<file path="src/rtl/cpu_if_regfile_pkg.sv">
// Shared constants and types for the CPU_IF responder register bank.
// Register offsets are byte offsets formed from address[7:2].
package cpu_if_regfile_pkg;

  localparam logic [7:0] REG_ID        = 8'h00;
  localparam logic [7:0] REG_SCRATCH   = 8'h04;
  localparam logic [7:0] REG_CTRL      = 8'h08;
  localparam logic [7:0] REG_STATUS    = 8'h0C;
  localparam logic [7:0] REG_IRQ_EN    = 8'h10;
  localparam logic [7:0] REG_ERR_COUNT = 8'h14;

  localparam logic [31:0] MISS_READ_VALUE  = 32'h0000_0000;
  localparam logic [31:0] DEFAULT_ID_VALUE = 32'h5453_0001;

  typedef enum logic [1:0] {
    IDLE = 2'd0,
    WAIT = 2'd1,
    DONE = 2'd2
  } state_t;

endpackage

</file>
<file path="src/rtl/cpu_if_regfile_if.sv">
// CPU_IF request/response bundle: single-cycle request pulses in,
// one-cycle completion pulse and held read data out.
interface cpu_if_regfile_if;

  logic        read;
  logic        write;
  logic [31:0] write_data;
  logic [31:2] address;
  logic [31:0] read_data;
  logic        access_complete;

  modport master (
    output read, write, write_data, address,
    input  read_data, access_complete
  );

  modport slave (
    input  read, write, write_data, address,
    output read_data, access_complete
  );

endinterface

</file>
<file path="src/rtl/cpu_if_w1c_reg.sv">
// Sticky event register: bits set by pulses, cleared by write-1-clear mask.
// A bit set and cleared in the same cycle stays set.
module cpu_if_w1c_reg #(
  parameter int WIDTH = 8
) (
  input  logic             clk,
  input  logic             reset,
  input  logic [WIDTH-1:0] set,
  input  logic [WIDTH-1:0] clr,
  output logic [WIDTH-1:0] q
);

  logic [WIDTH-1:0] q_r;

  // clear first, then OR in new events so a simultaneous set wins
  always_ff @(posedge clk or posedge reset) begin
    if (reset) begin
      q_r <= {WIDTH{1'b0}};
    end else begin
      q_r <= (q_r & ~clr) | set;
    end
  end

  assign q = q_r;

endmodule

</file>
<file path="src/rtl/cpu_if_regfile.sv">
// CPU_IF responder register bank (ID/SCRATCH/CTRL/STATUS/IRQ_EN) with a fixed
// completion latency. Optional ERR_COUNT register: CPU_IF_REGFILE_ERR_COUNT_EN.
module cpu_if_regfile
  import cpu_if_regfile_pkg::*;
#(
  parameter logic [31:0] ID_VALUE  = DEFAULT_ID_VALUE,
  parameter int          ACK_DELAY = 2,
  parameter logic [29:0] BASE_ADDR = 30'h0,
  parameter int          EVT_WIDTH = 8
) (
  input  logic                 clk,
  input  logic                 reset,
  cpu_if_regfile_if.slave      cpu_if,
  output logic [31:0]          ctrl_out,
  input  logic [EVT_WIDTH-1:0] evt_in,
  output logic                 irq
);

  localparam logic [3:0] CNT_LAST = 4'(ACK_DELAY - 1);

  state_t               state_r;
  state_t               state_s;
  logic [3:0]           cnt_r;
  logic [31:2]          addr_r;
  logic [31:0]          wdata_r;
  logic                 is_write_r;
  logic                 req_s;
  logic                 capture_s;
  logic                 access_s;
  logic [31:2]          acc_addr_s;
  logic [31:0]          acc_wdata_s;
  logic                 acc_write_s;
  logic [7:0]           offset_s;
  logic                 base_hit_s;
  logic                 hit_s;
  logic [31:0]          rd_val_s;
  logic                 wr_s;
  logic [EVT_WIDTH-1:0] w1c_mask_s;
  logic [EVT_WIDTH-1:0] status_s;
  logic [31:0]          read_data_r;
  logic                 complete_r;
  logic [31:0]          scratch_r;
  logic [31:0]          ctrl_r;
  logic [EVT_WIDTH-1:0] irq_en_r;
  logic                 irq_r;
`ifdef CPU_IF_REGFILE_ERR_COUNT_EN
  logic [15:0]          err_count_r;
  logic                 err_inc_s;
  logic                 err_clr_s;
`endif

  assign req_s = cpu_if.read | cpu_if.write;

  // next-state logic; the access itself happens on the edge entering DONE
  always_comb begin
    state_s   = state_r;
    capture_s = 1'b0;
    access_s  = 1'b0;
    case (state_r)
      IDLE: begin
        if (req_s) begin
          capture_s = 1'b1;
          if (ACK_DELAY == 0) begin
            state_s  = DONE;
            access_s = 1'b1;
          end else begin
            state_s  = WAIT;
          end
        end else begin
          state_s = IDLE;
        end
      end
      WAIT: begin
        if (cnt_r == CNT_LAST) begin
          state_s  = DONE;
          access_s = 1'b1;
        end else begin
          state_s  = WAIT;
        end
      end
      DONE:    state_s = IDLE;
      default: state_s = IDLE;
    endcase
  end

  // with zero delay the access uses the live request, otherwise the captured one
  always_comb begin
    acc_addr_s  = addr_r;
    acc_wdata_s = wdata_r;
    acc_write_s = is_write_r;
    if (state_r == IDLE) begin
      acc_addr_s  = cpu_if.address;
      acc_wdata_s = cpu_if.write_data;
      acc_write_s = cpu_if.write;
    end else begin
      acc_addr_s  = addr_r;
      acc_wdata_s = wdata_r;
      acc_write_s = is_write_r;
    end
  end

  assign offset_s   = {acc_addr_s[7:2], 2'b00};
  assign base_hit_s = (acc_addr_s[31:8] == BASE_ADDR[29:6]);

  // address decode and read mux
  always_comb begin
    hit_s    = 1'b0;
    rd_val_s = MISS_READ_VALUE;
    if (base_hit_s) begin
      case (offset_s)
        REG_ID:        begin hit_s = 1'b1; rd_val_s = ID_VALUE;        end
        REG_SCRATCH:   begin hit_s = 1'b1; rd_val_s = scratch_r;       end
        REG_CTRL:      begin hit_s = 1'b1; rd_val_s = ctrl_r;          end
        REG_STATUS:    begin hit_s = 1'b1; rd_val_s = 32'(status_s);   end
        REG_IRQ_EN:    begin hit_s = 1'b1; rd_val_s = 32'(irq_en_r);   end
`ifdef CPU_IF_REGFILE_ERR_COUNT_EN
        REG_ERR_COUNT: begin hit_s = 1'b1; rd_val_s = {16'h0000, err_count_r}; end
`endif
        default:       begin hit_s = 1'b0; rd_val_s = MISS_READ_VALUE; end
      endcase
    end else begin
      hit_s    = 1'b0;
      rd_val_s = MISS_READ_VALUE;
    end
  end

  assign wr_s       = access_s & acc_write_s & hit_s;
  assign w1c_mask_s = (wr_s && offset_s == REG_STATUS) ? acc_wdata_s[EVT_WIDTH-1:0]
                                                       : {EVT_WIDTH{1'b0}};

  // FSM state, wait counter and request capture
  always_ff @(posedge clk or posedge reset) begin
    if (reset) begin
      state_r    <= IDLE;
      cnt_r      <= 4'd0;
      addr_r     <= 30'h0;
      wdata_r    <= 32'h0;
      is_write_r <= 1'b0;
    end else begin
      state_r <= state_s;
      cnt_r   <= (state_r == WAIT) ? cnt_r + 4'd1 : 4'd0;
      if (capture_s) begin
        addr_r     <= cpu_if.address;
        wdata_r    <= cpu_if.write_data;
        is_write_r <= cpu_if.write;
      end
    end
  end

  // register writes, held read data, completion pulse and interrupt
  always_ff @(posedge clk or posedge reset) begin
    if (reset) begin
      read_data_r <= 32'h0;
      complete_r  <= 1'b0;
      scratch_r   <= 32'h0;
      ctrl_r      <= 32'h0;
      irq_en_r    <= {EVT_WIDTH{1'b0}};
      irq_r       <= 1'b0;
    end else begin
      complete_r <= access_s;
      irq_r      <= |(status_s & irq_en_r);
      if (access_s && !acc_write_s) begin
        read_data_r <= rd_val_s;
      end
      if (wr_s && offset_s == REG_SCRATCH) begin
        scratch_r <= acc_wdata_s;
      end
      if (wr_s && offset_s == REG_CTRL) begin
        ctrl_r <= acc_wdata_s;
      end
      if (wr_s && offset_s == REG_IRQ_EN) begin
        irq_en_r <= acc_wdata_s[EVT_WIDTH-1:0];
      end
    end
  end

  cpu_if_w1c_reg #(
    .WIDTH (EVT_WIDTH)
  ) u_status (
    .clk   (clk),
    .reset (reset),
    .set   (evt_in),
    .clr   (w1c_mask_s),
    .q     (status_s)
  );

`ifdef CPU_IF_REGFILE_ERR_COUNT_EN
  assign err_inc_s = (access_s & ~hit_s) | (req_s & (state_r != IDLE));
  assign err_clr_s = wr_s & (offset_s == REG_ERR_COUNT);

  // saturating error counter; a clear beats a same-cycle increment
  always_ff @(posedge clk or posedge reset) begin
    if (reset) begin
      err_count_r <= 16'h0000;
    end else if (err_clr_s) begin
      err_count_r <= 16'h0000;
    end else if (err_inc_s && err_count_r != 16'hFFFF) begin
      err_count_r <= err_count_r + 16'h0001;
    end
  end
`endif

  assign cpu_if.read_data       = read_data_r;
  assign cpu_if.access_complete = complete_r;
  assign ctrl_out               = ctrl_r;
  assign irq                    = irq_r;

endmodule

</file>
<file path="src/flat_wrapper.sv">
// flat-port wrapper written by rule: the top's interface ports become plain ports
module cpu_if_regfile_flat import cpu_if_regfile_pkg::*;
#(
  parameter logic [31:0] ID_VALUE  = DEFAULT_ID_VALUE,
  parameter int          ACK_DELAY = 2,
  parameter logic [29:0] BASE_ADDR = 30'h0,
  parameter int          EVT_WIDTH = 8
)
  (clk, reset, ctrl_out, evt_in, irq, cpu_if_read, cpu_if_write, cpu_if_write_data, cpu_if_address, cpu_if_read_data, cpu_if_access_complete);
  cpu_if_regfile_if cpu_if_i ();
  input  logic clk;
  input  logic reset;
  output logic [31:0] ctrl_out;
  input  logic [EVT_WIDTH-1:0] evt_in;
  output logic irq;
  input wire logic [$bits(cpu_if_i.read)-1:0] cpu_if_read;
  input wire logic [$bits(cpu_if_i.write)-1:0] cpu_if_write;
  input wire logic [$bits(cpu_if_i.write_data)-1:0] cpu_if_write_data;
  input wire logic [$bits(cpu_if_i.address)-1:0] cpu_if_address;
  output wire logic [$bits(cpu_if_i.read_data)-1:0] cpu_if_read_data;
  output wire logic [$bits(cpu_if_i.access_complete)-1:0] cpu_if_access_complete;
  assign cpu_if_i.read = cpu_if_read;
  assign cpu_if_i.write = cpu_if_write;
  assign cpu_if_i.write_data = cpu_if_write_data;
  assign cpu_if_i.address = cpu_if_address;
  assign cpu_if_read_data = cpu_if_i.read_data;
  assign cpu_if_access_complete = cpu_if_i.access_complete;
  cpu_if_regfile #(.ID_VALUE(ID_VALUE), .ACK_DELAY(ACK_DELAY), .BASE_ADDR(BASE_ADDR), .EVT_WIDTH(EVT_WIDTH)) u_core (.clk(clk), .reset(reset), .cpu_if(cpu_if_i), .ctrl_out(ctrl_out), .evt_in(evt_in), .irq(irq));
endmodule
</file>
<file path="config.mk">
export PLATFORM = sky130hd
export DESIGN_NAME = cpu_if_regfile_flat
export DESIGN_NICKNAME = d
export VERILOG_FILES = /design/src/rtl/cpu_if_regfile_pkg.sv /design/src/rtl/cpu_if_regfile_if.sv /design/src/rtl/cpu_if_w1c_reg.sv /design/src/rtl/cpu_if_regfile.sv /design/src/flat_wrapper.sv
export SDC_FILE = /design/constraint.sdc
export NUM_CORES = 1
export LEC_CHECK = 0
export BUFFER_PORTS_ARGS = -buffer_cell sky130_fd_sc_hd__buf_2
export CAP_MARGIN = 20
export CORE_UTILIZATION = 40
export CTS_BUF_LIST = sky130_fd_sc_hd__clkbuf_8
export CTS_CLUSTER_DIAMETER = 30
export DETAILED_ROUTE_END_ITERATION = 12
export GPL_TIMING_DRIVEN = 0
export PLACE_DENSITY_LB_ADDON = 0.15
export RECOVER_POWER = 100
export SLEW_MARGIN = 0
export SYNTH_ARGS = -nofsm -noshare
export SYNTH_HDL_FRONTEND = slang
export SYNTH_SLANG_ARGS = --single-unit
</file>
<file path="constraint.sdc">
create_clock -name clk -period 5.3 [get_ports clk]
set_clock_uncertainty 0.05 [all_clocks]
set_input_delay 0.53 -clock clk [delete_from_list [all_inputs] [get_ports clk]]
set_output_delay 0.53 -clock clk [all_outputs]
set_load 0.005 [all_outputs]
</file>
==> summary by stage <==
Worst setup path
On the worst path, the slowest cell contributes a delay of 0.55 ns. The worst flop-to-flop path startpoint is u_core.cpu_if.access_complete. Counting both buffers and inverters, the worst setup path holds a total of 4. Measured in cells, the most critical reg-to-reg path has a length of 8.

For this design, the slowest cell found on the critical path is clkbuf_1. The critical path runs through a total of 8 cells. The start-to-end type of the worst setup path is register to register. The critical path endpoint category is a register. The required time of the critical path is 5.59 ns. The signal on the critical path passes through clkbuf_1, nor2_1, clkbuf_1, nand3_1, clkbuf_1, a2111o_1, clkbuf_1, mux2_1.

The worst setup path is launched from a register. The kind of cell with the highest combined delay on the critical path is buffers and inverters. The terminus of the critical flop-to-flop path is u_core.irq_en_r[6]. Of all nets on the critical path, the largest fanout is 10. The most numerous cell type found on the critical path is clkbuf_1. The arrival time at the worst endpoint is 3.94 ns. Across all register-to-register paths, the minimum setup slack is 1.65 ns.

STA
The count of final max-slew check failures is slightly below 80. Timing would allow up to 274 MHz. The number of hold-slack violations in the final timing report is 0.

Setup repair after global routing left no endpoint under its margin. Setup violations remaining at the end of the flow were counted as 0. At the pin with the least slew margin, the transition time is approximately 2.3 ns. Subtracting the final worst setup slack from the clock period gives ~3.6 ns. The headroom to the max-slew limit is -0.511.

Setup slack closes at approximately 1.7 ns. The setup TNS is 0 ns. The share of the cycle needed by the critical path after routing is 0.688.

CTS
The clock root buffer master is clkbuf_8. The number of buffers added to fix hold violations after cts is 0. The clock-pin slew reported for the worst setup and hold paths after clock tree synthesis is 0.09 ns. For this design, the sink count on the clock tree is roughly 180.

The clock tree from TritonCTS is done. TritonCTS created 17 clock buffers. For the worst-skew pair, the clock arrives at the later sink with an insertion delay of 0.45 ns. The maximum buffer depth of the clock tree is 2. In this run the post-CTS setup repair buffer count came out at 0. The number of gates resized after CTS was 0. The clock tree synthesis step divided the H-tree into 4 levels.

Drt
The via count is about 5,600. The pre-antenna-repair detailed-routing pass consisted of 8 iterations. Wires add up to 20.3 mm. Dividing the detail-routed via count by the number of cells gives between 5 and 6. The count of routing violations after the opening detailed-route iteration is 285. In the final routed layout, each cell accounts on average for between 15 and 20 µm. The count of nets left with antenna violations once routing finished came out at 0.

The post-detailed-route DRC marker count is 0.

Power
VDD sags by at most roughly 0.17 mV. Of the total power, the clock network draws 0.243. In this run the power density over the cells is 427 mW/mm². The portion of total power attributed to combinational logic is 0.319. The internal portion of the total power is 0.00278 W. Of the total power, registers draw 0.438. The analysis attributes to cell leakage a power of 4.52 nW. The switching power as a share of total power is 0.322. The net switching power is 0.00132 W.

Min path
The path with the worst hold slack has its endpoint at u_core.u_status.q[1]. Counting instances, the worst hold path has a depth of 2. The min-delay analysis places its worst path in the category input pin to register. The worst hold path begins at evt_in[1].

GRT
For this run, the total global-route usage over all layers was measured as 0.198. Entering global routing, the biggest net connects 45 pins. The initial antenna violation count is 2.

The first global-routing pass estimated 32.6 mm of wire. The number of global-route vias before repair is 6,050. Summed over all layers, the global routing overflow is 0.

Synth
The count of distinct cell types in the synthesized netlist is 50. The share of the Yosys chip area taken by registers is 0.548. The prevailing post-synth register cell is dfrtp_1. The synthesis-stage register bit count is 182. The fraction of synthesis flops using an asynchronous set or reset pin is 1.00. The number of instances in the synthesized netlist is a little over 600. Counting flops with a built-in enable in the synthesized netlist gives 0.

Each instance of the synthesized netlist takes up on average 13.5 µm². Yosys printed 0 warnings. The net count of the mapped netlist is 691. The post-synth design cell area is 0.00831 mm².

Floorplan
The core region is a little over 0.02 mm². For this configuration, the core starts out at a cell density of 0.409. Measured along the x axis, the die boundary spans about 150 µm. The die span in y is 146 µm. The die area is approximately 0.021 mm². The standard-cell row count is 52. The total I/O pin count is 140.

Outcome
The checks that failed: max-capacitance violations, max-slew violations. The flow ran to the end, but the final reports show violations.

Finish
The layout has a little under 2,000 filler cells. In the layout the commonest cells are 182 x dfrtp_1, 120 x buf_2, 98 x mux2_2. Compared with the post-synthesis result, the final layout area differs by 15.6%. Leaving out fill and tap cells, the most frequent cell in the layout is dfrtp_1. For this run, the post-layout net count is 853.

The fraction of layout instances using a drive strength above 1 is 0.346. The count of antenna diodes in the layout is 0.

Placed design
The detailed placer's ending HPWL is 15.1 mm. The routability congestion estimate is around 0.82. The worst slack at placement is 2.42 ns. In this run the tool buffered the top-level ports with between 100 and 150 buffer cells.

Run
The tool flagged a number of max-cap violations equal to 2.
[worst reg2reg max path: stages, from the launching register on]
cell and delay (ns):
dfrtp_1 0.38, clkbuf_1 0.21, nor2_1 0.54, clkbuf_1 0.55
nand3_1 0.39, clkbuf_1 0.32, a2111o_1 0.45, clkbuf_1 0.25
mux2_1 0.39
[sequential cells by signal (all words and copies together) (netlist names), 4 cells and up]
name	flops
u_core.addr_r	30
u_core.cnt_r	4
u_core.cpu_if.read_data	32
u_core.ctrl_out	32
u_core.irq_en_r	8
u_core.scratch_r	32
u_core.u_status.q	8
u_core.wdata_r	32
[cell usage after synthesis (8+ instances only)]
library cell,instances,area (µm²)
mux2_4,38,571
nor2_1,9,33.8
dfrtp_1,182,4550
a22o_1,9,78.8
clkbuf_1,16,60.1
nand3_1,14,70.1
a2111oi_0,9,78.8
o21ai_0,31,155
nand2_1,36,135
mux2_2,98,1100
nor4_1,12,75.1
inv_1,11,41.3
mux2_1,30,338
buf_6,11,124
buf_2,14,70.1
a22oi_1,21,158
o21bai_1,8,60.1
[how the worst max path moves through the flow]
stage / start / end / slack, ns
3_3_place_gp: reset / u_core.addr_r[12] / 1.34
5_1_grt: u_core.cpu_if.access_complete / u_core.irq_en_r[4] / 1.43
4_1_cts: u_core.cnt_r[1] / u_core.scratch_r[31] / 2.56
3_5_place_dp: cpu_if_address[18] / u_core.scratch_r[31] / 2.42
2_1_floorplan: reset / u_core.addr_r[10] / 2.38
6_report: u_core.cpu_if.access_complete / u_core.irq_en_r[6] / 1.65
[layout make-up]
| type | count | area (µm²) | area share |
|---|---|---|---|
| flip-flops and latches | 182 | 4550 | 0.474 |
| well taps | 270 | 338 | 0.0352 |
| clock inverters | 12 | 151 | 0.0158 |
| multi-input cells | 379 | 3290 | 0.343 |
| repair buffers | 143 | 709 | 0.0739 |
| inverters | 11 | 42.5 | 0.00443 |
| clock buffers | 20 | 275 | 0.0287 |
| plain buffers | 43 | 235 | 0.0245 |
[per-layer routing]
| metal | wire (µm) | share of wire | GRT usage |
|---|---|---|---|
| met1 | 8950 | 0.44 | 0.257 |
| met2 | 10100 | 0.50 | 0.333 |
| met3 | 1010 | 0.050 | 0.0528 |
| met4 | 185 | 0.0091 | 0.0432 |
| met5 | 23 | 0.0011 | 0 |
[cells by family after synthesis]
logic type      count (synthesis)  synth area share
flops                         182             0.548
mux                           168             0.245
compound gates                109             0.102
simple gates                   98            0.0627
buf+inv                        54            0.0374
xor+xnor                        2           0.00211
fa+ha+maj                       2           0.00301
[power by group through the flow]
| stage | Clock, W | Combinational (W) | Sequential [W] |
|---|---|---|---|
| after floorplan | 0 | 0.00103 | 0.00178 |
| after global placement | 0 | 0.00131 | 0.00181 |
| after detailed placement | 0 | 0.00136 | 0.00183 |
| after CTS | 0.00103 | 0.00137 | 0.00180 |
| after global routing | 0.00109 | 0.00142 | 0.00183 |
| final | 0.000996 | 0.00131 | 0.00180 |
[through the flow]
stage,utilization,hold WS (ns),cell area (µm²),total power [W],std cells
2_1_floorplan,-,0.407,8310,0.00282,615
3_3_place_gp,0.460,0.416,9340,0.00312,1024
3_5_place_dp,0.464,0.417,9420,0.00319,1028
4_1_cts,0.485,0.110,9850,0.00420,1060
5_1_grt,0.473,0.182,9600,0.00435,1060
6_report,0.473,0.216,9600,0.00410,1060
(Power assumes the default switching activity.)
